File: src/rtl/hls_ctrl_pkg.sv
// -----------------------------------------------------------------------------
// hls_ctrl_pkg
// Shared types and defaults for the HLS kernel launch controllers.
//   - hls_state_e  : launcher FSM state encoding (3-bit)
//   - HLS_DATA_W   : default kernel return-value width
//   - HLS_CNT_W    : default cycle-counter width
//   - hls_result_t : result bundle {data, timeout, cycles} at the default widths,
//                    for wrappers that move a whole result as one word
// -----------------------------------------------------------------------------
package hls_ctrl_pkg;

    localparam int HLS_DATA_W = 32;
    localparam int HLS_CNT_W  = 16;

    typedef enum logic [2:0] {
        ST_IDLE   = 3'd0,
        ST_KRST   = 3'd1,
        ST_START  = 3'd2,
        ST_WAIT   = 3'd3,
        ST_RESULT = 3'd4
    } hls_state_e;

    typedef struct packed {
        logic [HLS_DATA_W-1:0] data;
        logic                  timeout;
        logic [HLS_CNT_W-1:0]  cycles;
    } hls_result_t;

endpackage

File: src/rtl/hls_watchdog_counter.sv
// -----------------------------------------------------------------------------
// hls_watchdog_counter
// Cycle counter with clear/enable and a fixed threshold compare.
// Ports:
//   clk, reset  : clock, synchronous active-high reset
//   clear_i     : force the count to 0 (wins over enable)
//   enable_i    : count one cycle
//   count_o     : current count
//   expired_o   : the cycle being counted now is cycle number THRESHOLD,
//                 i.e. count_o + 1 == THRESHOLD
// The count stops at THRESHOLD-1, so it can never wrap.
// -----------------------------------------------------------------------------
module hls_watchdog_counter
    import hls_ctrl_pkg::*;
#(
    parameter int CNT_W     = HLS_CNT_W,
    parameter int THRESHOLD = 1024
) (
    input  logic             clk,
    input  logic             reset,
    input  logic             clear_i,
    input  logic             enable_i,
    output logic [CNT_W-1:0] count_o,
    output logic             expired_o
);

    localparam logic [CNT_W-1:0] LAST = CNT_W'(THRESHOLD - 1);

    logic [CNT_W-1:0] count_q;
    logic [CNT_W-1:0] count_d;

    always_comb begin
        count_d = count_q;
        if (clear_i) begin
            count_d = '0;
        end else if (enable_i && !expired_o) begin
            count_d = count_q + CNT_W'(1);
        end
    end

    always_ff @(posedge clk) begin
        if (reset) begin
            count_q <= '0;
        end else begin
            count_q <= count_d;
        end
    end

    assign count_o   = count_q;
    assign expired_o = (count_q == LAST);

endmodule

File: src/rtl/hls_kernel_launcher.sv
// -----------------------------------------------------------------------------
// hls_kernel_launcher
// Launch controller wrapped around an HLS-generated kernel: takes a run command,
// pulses the kernel reset then start, waits for finished under a watchdog and
// returns {return value, timeout flag, cycle count} on a valid/ready port.
// Ports:
//   clk, reset        : clock, synchronous active-high reset
//   cmd_valid/ready   : run request handshake (ready only in IDLE)
//   k_reset, k_start  : kernel reset level / one-cycle start pulse
//   k_finished        : kernel done flag (sticky until kernel reset)
//   k_return_val      : kernel return value
//   res_valid/ready   : result handshake
//   res_data          : captured return value, 0 on timeout
//   res_timeout       : run aborted by the watchdog
//   res_cycles        : WAIT cycles up to and including the finished cycle
//   busy              : launcher is not in IDLE
// All outputs come straight from registers.
// -----------------------------------------------------------------------------
module hls_kernel_launcher
    import hls_ctrl_pkg::*;
#(
    parameter int DATA_W         = HLS_DATA_W,
    parameter int TIMEOUT_CYCLES = 1024,
    parameter int CNT_W          = HLS_CNT_W
) (
    input  logic              clk,
    input  logic              reset,
    input  logic              cmd_valid,
    output logic              cmd_ready,
    output logic              k_reset,
    output logic              k_start,
    input  logic              k_finished,
    input  logic [DATA_W-1:0] k_return_val,
    output logic              res_valid,
    input  logic              res_ready,
    output logic [DATA_W-1:0] res_data,
    output logic              res_timeout,
    output logic [CNT_W-1:0]  res_cycles,
    output logic              busy
);

    typedef struct packed {
        logic [DATA_W-1:0] data;
        logic              timeout;
        logic [CNT_W-1:0]  cycles;
    } result_t;

    hls_state_e       state_q;
    logic             cmd_ready_q;
    logic             k_reset_q;
    logic             k_start_q;
    logic             res_valid_q;
    logic             busy_q;
    result_t          res_q;

    logic [CNT_W-1:0] count;
    logic             expired;

    // Counter is zeroed during START so the first WAIT cycle sees count 0.
    hls_watchdog_counter #(
        .CNT_W     (CNT_W),
        .THRESHOLD (TIMEOUT_CYCLES)
    ) u_watchdog (
        .clk       (clk),
        .reset     (reset),
        .clear_i   (state_q == ST_START),
        .enable_i  (state_q == ST_WAIT),
        .count_o   (count),
        .expired_o (expired)
    );

    always_ff @(posedge clk) begin
        if (reset) begin
            state_q     <= ST_IDLE;
            cmd_ready_q <= 1'b0;
            k_reset_q   <= 1'b1;    // kernel held in reset alongside the launcher
            k_start_q   <= 1'b0;
            res_valid_q <= 1'b0;
            busy_q      <= 1'b0;
            res_q       <= '0;
        end else begin
            case (state_q)
                ST_IDLE: begin
                    k_reset_q   <= 1'b0;
                    cmd_ready_q <= 1'b1;
                    // cmd_ready_q gates acceptance so the post-reset cycle
                    // (ready still low) cannot take a command.
                    if (cmd_valid && cmd_ready_q) begin
                        state_q     <= ST_KRST;
                        cmd_ready_q <= 1'b0;
                        k_reset_q   <= 1'b1;
                        busy_q      <= 1'b1;
                    end
                end
                ST_KRST: begin
                    state_q   <= ST_START;
                    k_reset_q <= 1'b0;
                    k_start_q <= 1'b1;
                end
                ST_START: begin
                    state_q   <= ST_WAIT;
                    k_start_q <= 1'b0;
                end
                ST_WAIT: begin
                    // finished beats the watchdog when both land on one cycle
                    if (k_finished) begin
                        res_q.data    <= k_return_val;
                        res_q.timeout <= 1'b0;
                        res_q.cycles  <= count + CNT_W'(1);
                        res_valid_q   <= 1'b1;
                        state_q       <= ST_RESULT;
                    end else if (expired) begin
                        res_q.data    <= '0;
                        res_q.timeout <= 1'b1;
                        res_q.cycles  <= CNT_W'(TIMEOUT_CYCLES);
                        res_valid_q   <= 1'b1;
                        state_q       <= ST_RESULT;
                    end
                end
                ST_RESULT: begin
                    if (res_ready) begin
                        res_valid_q <= 1'b0;
                        cmd_ready_q <= 1'b1;
                        busy_q      <= 1'b0;
                        state_q     <= ST_IDLE;
                    end
                end
                default: begin
                    state_q     <= ST_IDLE;
                    cmd_ready_q <= 1'b0;
                    k_reset_q   <= 1'b1;
                    k_start_q   <= 1'b0;
                    res_valid_q <= 1'b0;
                    busy_q      <= 1'b0;
                end
            endcase
        end
    end

    assign cmd_ready   = cmd_ready_q;
    assign k_reset     = k_reset_q;
    assign k_start     = k_start_q;
    assign res_valid   = res_valid_q;
    assign res_data    = res_q.data;
    assign res_timeout = res_q.timeout;
    assign res_cycles  = res_q.cycles;
    assign busy        = busy_q;

endmodule

File: config.mk
export PLATFORM = sky130hd
export DESIGN_NAME = hls_kernel_launcher
export DESIGN_NICKNAME = d
export VERILOG_FILES = /design/src/rtl/hls_ctrl_pkg.sv /design/src/rtl/hls_watchdog_counter.sv /design/src/rtl/hls_kernel_launcher.sv
export SDC_FILE = /design/constraint.sdc
export NUM_CORES = 1
export LEC_CHECK = 0
export ABC_AREA = 1
export ABC_CLOCK_PERIOD_IN_PS = 1500
export CAP_MARGIN = 20
export CORE_ASPECT_RATIO = 1.4
export CORE_MARGIN = 2
export CORE_UTILIZATION = 35
export CTS_BUF_LIST = sky130_fd_sc_hd__clkbuf_16
export DETAILED_ROUTE_END_ITERATION = 6
export PLACE_DENSITY = 0.71
export SKIP_LAST_GASP = 1
export SYNTH_ARGS = -nofsm -noshare
export SYNTH_HDL_FRONTEND = slang
export SYNTH_SLANG_ARGS = --single-unit
File: constraint.sdc
create_clock -name clk -period 1.5 [get_ports clk]
set_input_delay 0.225 -clock clk [delete_from_list [all_inputs] [get_ports clk]]
set_output_delay 0.225 -clock clk [all_outputs]
set_load 0.01 [all_outputs]
* Word-level counts from Yosys, hierarchy flattened
Index checks and enable logic that the tools add are counted.
** Operators by class
- $add $sub $neg :: 1
- Eq/ne operators :: 8
- Multiplexer cells :: 19
- Bitwise gates (word level) :: 2
- Reductions and logical operators :: 15
** Operator list (number)
- 49-bit 2-to-1 mux :: 2
- 16-bit by 1-bit adder with 16-bit output, second input constant :: 1
- 16-bit by 10-bit == test with 1-bit output, second input constant :: 1
- 3-bit case mux with 5 select lines :: 1
- 3-bit 2-to-1 mux :: 4
- 1-bit case mux with 3 select lines :: 4
- 3-bit OR reduction :: 4
- 3-bit AND reduction :: 3
- 1-bit 2-to-1 mux :: 7
- 3-bit by 2-bit == test with 1-bit output, second input constant :: 2
- 2-bit inequality test, second input constant :: 2
- 2-bit AND reduction :: 2
- 3-bit by 1-bit == test with 1-bit output, second input constant :: 1
- 3-bit == test, second input constant :: 1
- 3-bit logical NOT :: 1
- 3-bit inequality test, second input constant :: 1
- 1-bit logical AND :: 2
- 1-bit inverter :: 2
- 1-bit case mux with 2 select lines :: 1
- 2-bit nonzero test :: 1
- 2-bit OR reduction :: 1
- 1-bit logical NOT :: 1
** Word-level totals
- Register bits after elaboration :: 73
- Input port bits :: 37
- Word-level logic and storage cells :: 55

* Logic depth before layout (Yosys ltp)
Gate-level depths: netlist of run 1.
- Depth after elaboration :: 4
- Depth in mapped cells :: 11

* Modules after synthesis
A second synthesis of run 1 with hierarchy kept.
** Unflattened totals
- Cells, all modules :: 511
- Area, all modules :: 3495.9 um^2
** By module, submodules not included
- hls_kernel_launcher :: instances 1, cells an instance 349, area an instance 2501.1 um^2, sequential area each 1141.1 um^2
- hls_watchdog_counter :: instances 1, cells an instance 162, area an instance 994.7 um^2, sequential area each 320.3 um^2

* Least setup slack after synthesis of run 1
No wires, ideal clock.
- Path kind :: reg2reg
- Start point :: register u_watchdog.count_q[0] (netlist: u_watchdog.count_o[0])
- End point :: register res_q (netlist bit res_data[11])
- Library setup time :: 0.132 ns
- Arrival :: 1.412 ns
- Required time :: 1.368 ns
- Setup slack :: -0.044 ns
- Cell stages (with the launch flop) :: 11
- Buffers on the path :: 2
- Period minus slack after synthesis :: 1.544 ns
- Path through :: dfxtp_1 > ha_1 > nand3_2 > nor2_2 > nand2_2 > nand2_1 > nand2_1 > buf_6 > buf_6 > nand2_1 > a21oi_1
** On the way
- Cells in the longest elaborated chain, start to end :: 3
** RTL lines
- start, declared :: line hls_watchdog_counter.sv:29 : logic [CNT_W-1:0] count_q;
- start signal, assigned :: line hls_watchdog_counter.sv:45 : count_q <= count_d;
- 16-bit by 10-bit == test with 1-bit output :: line hls_watchdog_counter.sv:50 : assign expired_o = (count_q == LAST);
- 2-bit nonzero test (no line)
- 2-bit AND reduction (no line)
- end, declared :: line hls_kernel_launcher.sv:54 : result_t res_q;
Every way passes these cells.
A chain may end at the register's enable or synchronous reset.

* Final worst setup path of run 1
- Start point :: register res_q (netlist bit res_data[12])
- End point :: output port res_data[12]
** RTL lines
- end, declared :: line hls_kernel_launcher.sv:36 : output logic [DATA_W-1:0] res_data,
No word-level cell between the ends.

==> results of run 1 <==
==> timing repair <==
action | CTS | global route
setup endpoints to repair | 48 | 65
pin swaps | 4 | 4
setup buffers | 2 | 2
hold buffers | 0 | 0
gates cloned | 2 | 6
gates resized for setup | 13 | 59
==> power groups by stage <==
stage | registers (W) | logic [W] | clock network (W)
floorplan | 0.00224 | 0.000483 | 0
detailed placement | 0.00221 | 0.000983 | 0
finish | 0.00218 | 0.00115 | 0.00203
global route | 0.00219 | 0.00125 | 0.00216
global placement | 0.00220 | 0.000961 | 0
CTS | 0.00217 | 0.00104 | 0.00206
==> registers in the layout, indices dropped and copies added, names as in the netlist <==
register and cells:
k_reset 1, busy 1, res_timeout 1, res_data 32
k_start 1, u_watchdog.count_o 16, state_q 3, res_valid 1
res_cycles 16, cmd_ready 1
==> cell type report <==
type	count	area, sq um
Clock buffer	9	225
Clock inverter	7	56.3
Fill cell	760	3670
Inverter	26	100
Multi-Input combinational cell	301	1540
Sequential cell	73	1470
Tap cell	105	131
Timing Repair Buffer	121	1320
==> worst register-to-register path, cell delays in order (launching register included) <==
cell	delay, ps
dfxtp_2	350
ha_4	160
nand3_4	100
nor2_4	130
nand2_4	70
nand2_4	90
nand2_8	120
clkbuf_16	200
nand2_2	50
a21oi_1	60
==> synth_stat cells <==
cell	count	area (sq um)
or2_2	2	12.5
a211oi_1	1	7.51
clkbuf_1	5	18.8
nand3_2	1	10.0
inv_1	22	82.6
dfxtp_1	73	1460
buf_4	1	7.51
buf_6	6	67.6
o21ai_0	13	65.1
nand2_2	3	18.8
inv_2	3	11.3
buf_1	1	3.75
xnor2_1	3	26.3
nor2_1	36	135
nand4_1	2	12.5
nor3_4	1	16.3
ha_1	1	12.5
nor2_2	1	6.26
o211ai_1	1	7.51
a21oi_1	66	330
nand3_1	14	70.1
clkinv_1	1	3.75
xor2_1	5	43.8
buf_2	5	25.0
nand2_1	151	567
==> metal layers <==
metal  up-vias  GRT usage  share of wire
li1       1567          -              -
met1      1477      0.205           0.39
met2       100      0.328           0.52
met3        23     0.0435          0.054
met4         0      0.108          0.033
met5         -          0              0
==> logic make-up (layout without fill, tap and decap cells) <==
| kind of cell | after synthesis | in the layout | share of synthesized area |
|---|---|---|---|
| and+or+nand+nor | 211 | 211 | 0.281 |
| xor gates and xnor gates | 8 | 8 | 0.0232 |
| adders and majority gates | 1 | 1 | 0.00414 |
| DFF | 73 | 73 | 0.483 |
| AOI/OAI and AO/OA | 81 | 81 | 0.136 |
| buffers and inverters | 44 | 163 | 0.0728 |
==> layout by cell type (no fill, tap or decap), types with 2 or more instances in the layout <==
master	instances
buf_4	17
xnor2_1	3
inv_1	26
dlymetal6s2s_1	3
nand2_1	123
inv_2	3
clkdlybuf4s50_1	86
dfxtp_1	67
buf_16	2
nor2_4	2
o21ai_0	12
nand2_2	25
dfxtp_2	5
a21oi_2	13
nand4_1	2
nand2_4	5
or2_2	2
buf_12	3
nor2_1	35
clkbuf_16	14
buf_6	3
xor2_1	5
a21oi_1	53
nand3_1	13
==> path summary, 6_finish.rpt <==
kind | end | start | depth (start not counted) | slack [ps]
setup reg to reg | res_data[13] | u_watchdog.count_o[1] | 9 | 40
hold reg to reg | res_data[1] | res_data[1] | 2 | 460
hold / removal | u_watchdog.count_o[6] | reset | 4 | 350
setup / recovery | res_data[12] | res_data[12] | 1 | 7
==> through the flow <==
stage / total power [W] / setup TNS [ps] / hold slack (ps) / instance area [sq um] / std cells
final: 0.00535 / 0 / 354 / 4840 / 642
after global routing: 0.00561 / -865 / 361 / 4840 / 642
after CTS: 0.00527 / 0 / 367 / 4500 / 634
after detailed placement: 0.00319 / 0 / 454 / 4120 / 614
after global placement: 0.00316 / 0 / 448 / 4120 / 614
after floorplan: 0.00273 / 0 / 372 / 3030 / 418
==> flow_summary.toml, run 1 <==
[floorplanning]
chipHeight_um = 114
die_area_sq_um = 9410
start_util = 0.355
core_area_sq_um = 8510
num_rows = 40
die_w_um = 82.5
io_pins = 91

[worst_setup_path]
arrival_ps = 1270
end_kind = "output port"
path_delay_family = "buffers and inverters"
path_max_fanout = 2
required_ps = 1270
slowest_stage = "clkdlybuf4s50_1"
crit_type = "reg2out"
path_cells = "clkdlybuf4s50_1"
path_buf_inv = 1
cpPeakStageDelay_ps = 560
cp-start-kind = "flip-flop"

[routing]
first_iter_violations = 90
routedWlPerCell_um = 14.7
vias = 3167
ant_nets = 0
routed_wl_um = 9410
drc_errors = 0
vias_per_cell = 4.93
dr.pass1.iters = 4

[sta]
max_freq_mhz = 670
slew_violations = 0
worst_pin_slew_ps = 295
setup_violations = 0
slew_headroom = 0.803
min_period_ps = 1490
rsz0062_at_grt = "yes"
hold_viol_final = 0
clock_skew_ps = 5.62
finalCritPeriodShare = 0.995
layout_setup_ws_ps = 7.02

[yosys]
synthCells = 418
avgSynthCellArea_sq_um = 7.23
yosysWarnings = 0
syn_nets = 456
yosys_register_bits = 73
ys_seq_area_frac = 0.483
synth_cell_types = 25
netlist_area_sq_um = 3020

[worst_hold_path]
hp-class = "in2reg"

[power_and_ir_drop]
combPwrFrac = 0.215
intPower_w = 0.00389
netSwitchingPower_w = 0.00147
p_leak_nw = 1.87
p_sw_frac = 0.274
seqPwrFrac = 0.407
irDropWorstVdd_mv = 0.778
clkPwrFrac = 0.378
power_density_nw_per_um2 = 1110

[global_routing]
antenna_found_initial = 0
grt_pass1_vias = 3028
grt_use_total = 0.189
globalRouteOverflowTotal = 0
grt_first_pass_wirelength_um = 13600
grt_max_degree = 55

[finish]
areaGrowthSynthToFinish_pct = 60.1
final_util = 0.569
fin_nets = 570
layout-drive-gt1-share = 0.196
antennaDiodeCount = 0

[status]
status = "finished clean"

[clock_tree]
htree_levels = 3
cts.clk_slew.worst_paths_ps = 50
cts_max_path_buffers = 2
cts-buffers-inserted = 9
clock-root-buffer = "clkbuf_16"
clock_latency_ps = 330
tritoncts = "yes"
clock_sinks = 73

[placed_design]
post-place-ws_ps = 3.92
globalplace.congestion = 0.853
dp_hpwl_um = 5570
numPortBuffers = 90

[job]
maxCapViolations = 0
(Power assumes the default switching activity.)
==> inputs of run 2 (changes only) <==
==> constraint.sdc (replaced) <==
create_clock -name clk -period 1.5 [get_ports clk]
set_input_delay 0.15 -clock clk [delete_from_list [all_inputs] [get_ports clk]]
set_output_delay 0.15 -clock clk [all_outputs]
set_load 0.01 [all_outputs]
==> run 2 against run 1 <==
Compared with the run above:
- maximum frequency increased by 4.0%
- critical path depth increased by 8
- global-route usage decreased by 0.92 points
- cell area decreased by 4.7%
- sequential share of layout area increased by 1.6 points
- combinational power decreased by 7%
- clock-buffer cell count unchanged
- via count decreased by 5.8%
- power increased by 2.2%
- wire length decreased by 9.3%
- sequential cell count unchanged
- largest cell class is now registers
- largest power group is now the clock network
==> flow_summary.toml, run 2 (synthesis results as in run 1) <==
[sta]
finalSetupTns_ps = 0
min_period_ps = 1440
slew_violations = 0
layout_setup_ws_ps = 64.1
rsz0062_at_grt = "yes"
max_freq_mhz = 696
hold_viol_final = 0
clock_skew_ps = 6.89
setup_violations = 0
finalCritPeriodShare = 0.957
slew_headroom = 0.785
worst_pin_slew_ps = 321
whs_ps = 281

[global_routing]
globalRouteOverflowTotal = 0
antenna_found_initial = 0
grt_max_degree = 55
grt_use_total = 0.180
grt_pass1_vias = 2877
grt_first_pass_wirelength_um = 13100

[floorplanning]
num_rows = 40
chipHeight_um = 114
core_area_sq_um = 8510
die_area_sq_um = 9410
io_pins = 91
start_util = 0.355
die_w_um = 82.5

[power_and_ir_drop]
intPower_w = 0.00404
power_density_nw_per_um2 = 1190
irDropWorstVdd_mv = 0.699
p_leak_nw = 1.75
netSwitchingPower_w = 0.00144
combPwrFrac = 0.195
seqPwrFrac = 0.399
total_power_w = 0.00547
clkPwrFrac = 0.406
p_sw_frac = 0.262

[finish]
areaGrowthSynthToFinish_pct = 52.7
mostFrequentLayoutCell = "nand2_1"
design_area_sq_um = 4620
layout.cells.most_common_list = "nand2_1 (147), clkdlybuf4s50_1 (89), a21oi_1 (66), dfxtp_1 (64), nor2_1 (33)"
num-fill-cells = 795
largest_reg_flops = 32
antennaDiodeCount = 0
fin_nets = 563
layout-drive-gt1-share = 0.128

[routing]
routed_wl_um = 8540
vias_per_cell = 4.70
ant_nets = 0
first_iter_violations = 157
routedWlPerCell_um = 13.4
drc_errors = 0
dr.pass1.iters = 4
vias = 2983

[clock_tree]
cts-buffers-inserted = 9
clock_sinks = 73
clock-root-buffer = "clkbuf_16"
tritoncts = "yes"
cts_max_path_buffers = 2
cts.clk_slew.worst_paths_ps = 60
clock_latency_ps = 330
htree_levels = 3
holdBufCountCts = 0

[worst_setup_path]
crit_type = "reg2reg"
arrival_ps = 1650
path_max_fanout = 12
required_ps = 1710
end_kind = "flip-flop"
cp-start-kind = "flip-flop"
r2r_cells = 9
reg2reg_slack_ps = 60

[placed_design]
dp_hpwl_um = 5440
place_area_sq_um = 4100
post-place-ws_ps = -55.6
numPortBuffers = 90
globalplace.congestion = 0.886

[status]
status = "finished clean"

[worst_hold_path]
worstHoldPathCells = 4
hp-class = "in2reg"

[job]
maxCapViolations = 0
-- run 2: cell type report --
type	count	area, sq um	share of cell area
Tap cell	105	131	0.0285
Sequential cell	73	1480	0.320
Clock buffer	9	225	0.0488
Multi-Input combinational cell	301	1410	0.305
Timing Repair Buffer	114	1190	0.258
Inverter	26	97.6	0.0211
Clock inverter	7	86.3	0.0187
-- run 2: worst paths after layout --
kind	startpoint	end
setup / recovery	u_watchdog.count_o[0]	res_cycles[9]
hold / removal	reset	u_watchdog.count_o[6]
setup reg to reg	u_watchdog.count_o[0]	res_cycles[9]
hold reg to reg	res_data[4]	res_data[4]
-- run 2: power groups by stage --
stage | combinational (W) | sequential [W] | clock [W]
floorplan | 0.000483 | 0.00224 | 0
global placement | 0.000953 | 0.00220 | 0
detailed placement | 0.000969 | 0.00221 | 0
CTS | 0.00103 | 0.00217 | 0.00228
global route | 0.00119 | 0.00220 | 0.00235
finish | 0.00107 | 0.00218 | 0.00222
-- run 2: stage by stage --
stage / instances / util
after global placement: 612 / 0.482
final: 635 / 0.543
after global routing: 635 / 0.543
after detailed placement: 612 / 0.482
after CTS: 632 / 0.532
after floorplan: 418 / -
-- run 2: metal layers --
layer,GRT usage,part of all wire
met1,0.204,0.41
met2,0.306,0.51
met3,0.0443,0.058
met4,0.0929,0.025
met5,0,0
-- run 2: what timing repair did --
action                                  CTS  global route
buffers inserted                          2             1
resized for setup                        15            15
pin swaps                                 1             1
endpoints found under the setup margin   52            60
cloned                                    2             2
-- run 2: critical path, stage by stage (launching register included) --
cell and delay, ps:
dfxtp_4 370, ha_4 150, nand3_4 110, nor2_4 140, nand2_4 80, nand2_4 80, nand2_8 90, clkbuf_16 180
nand2_1 60, a21oi_1 50
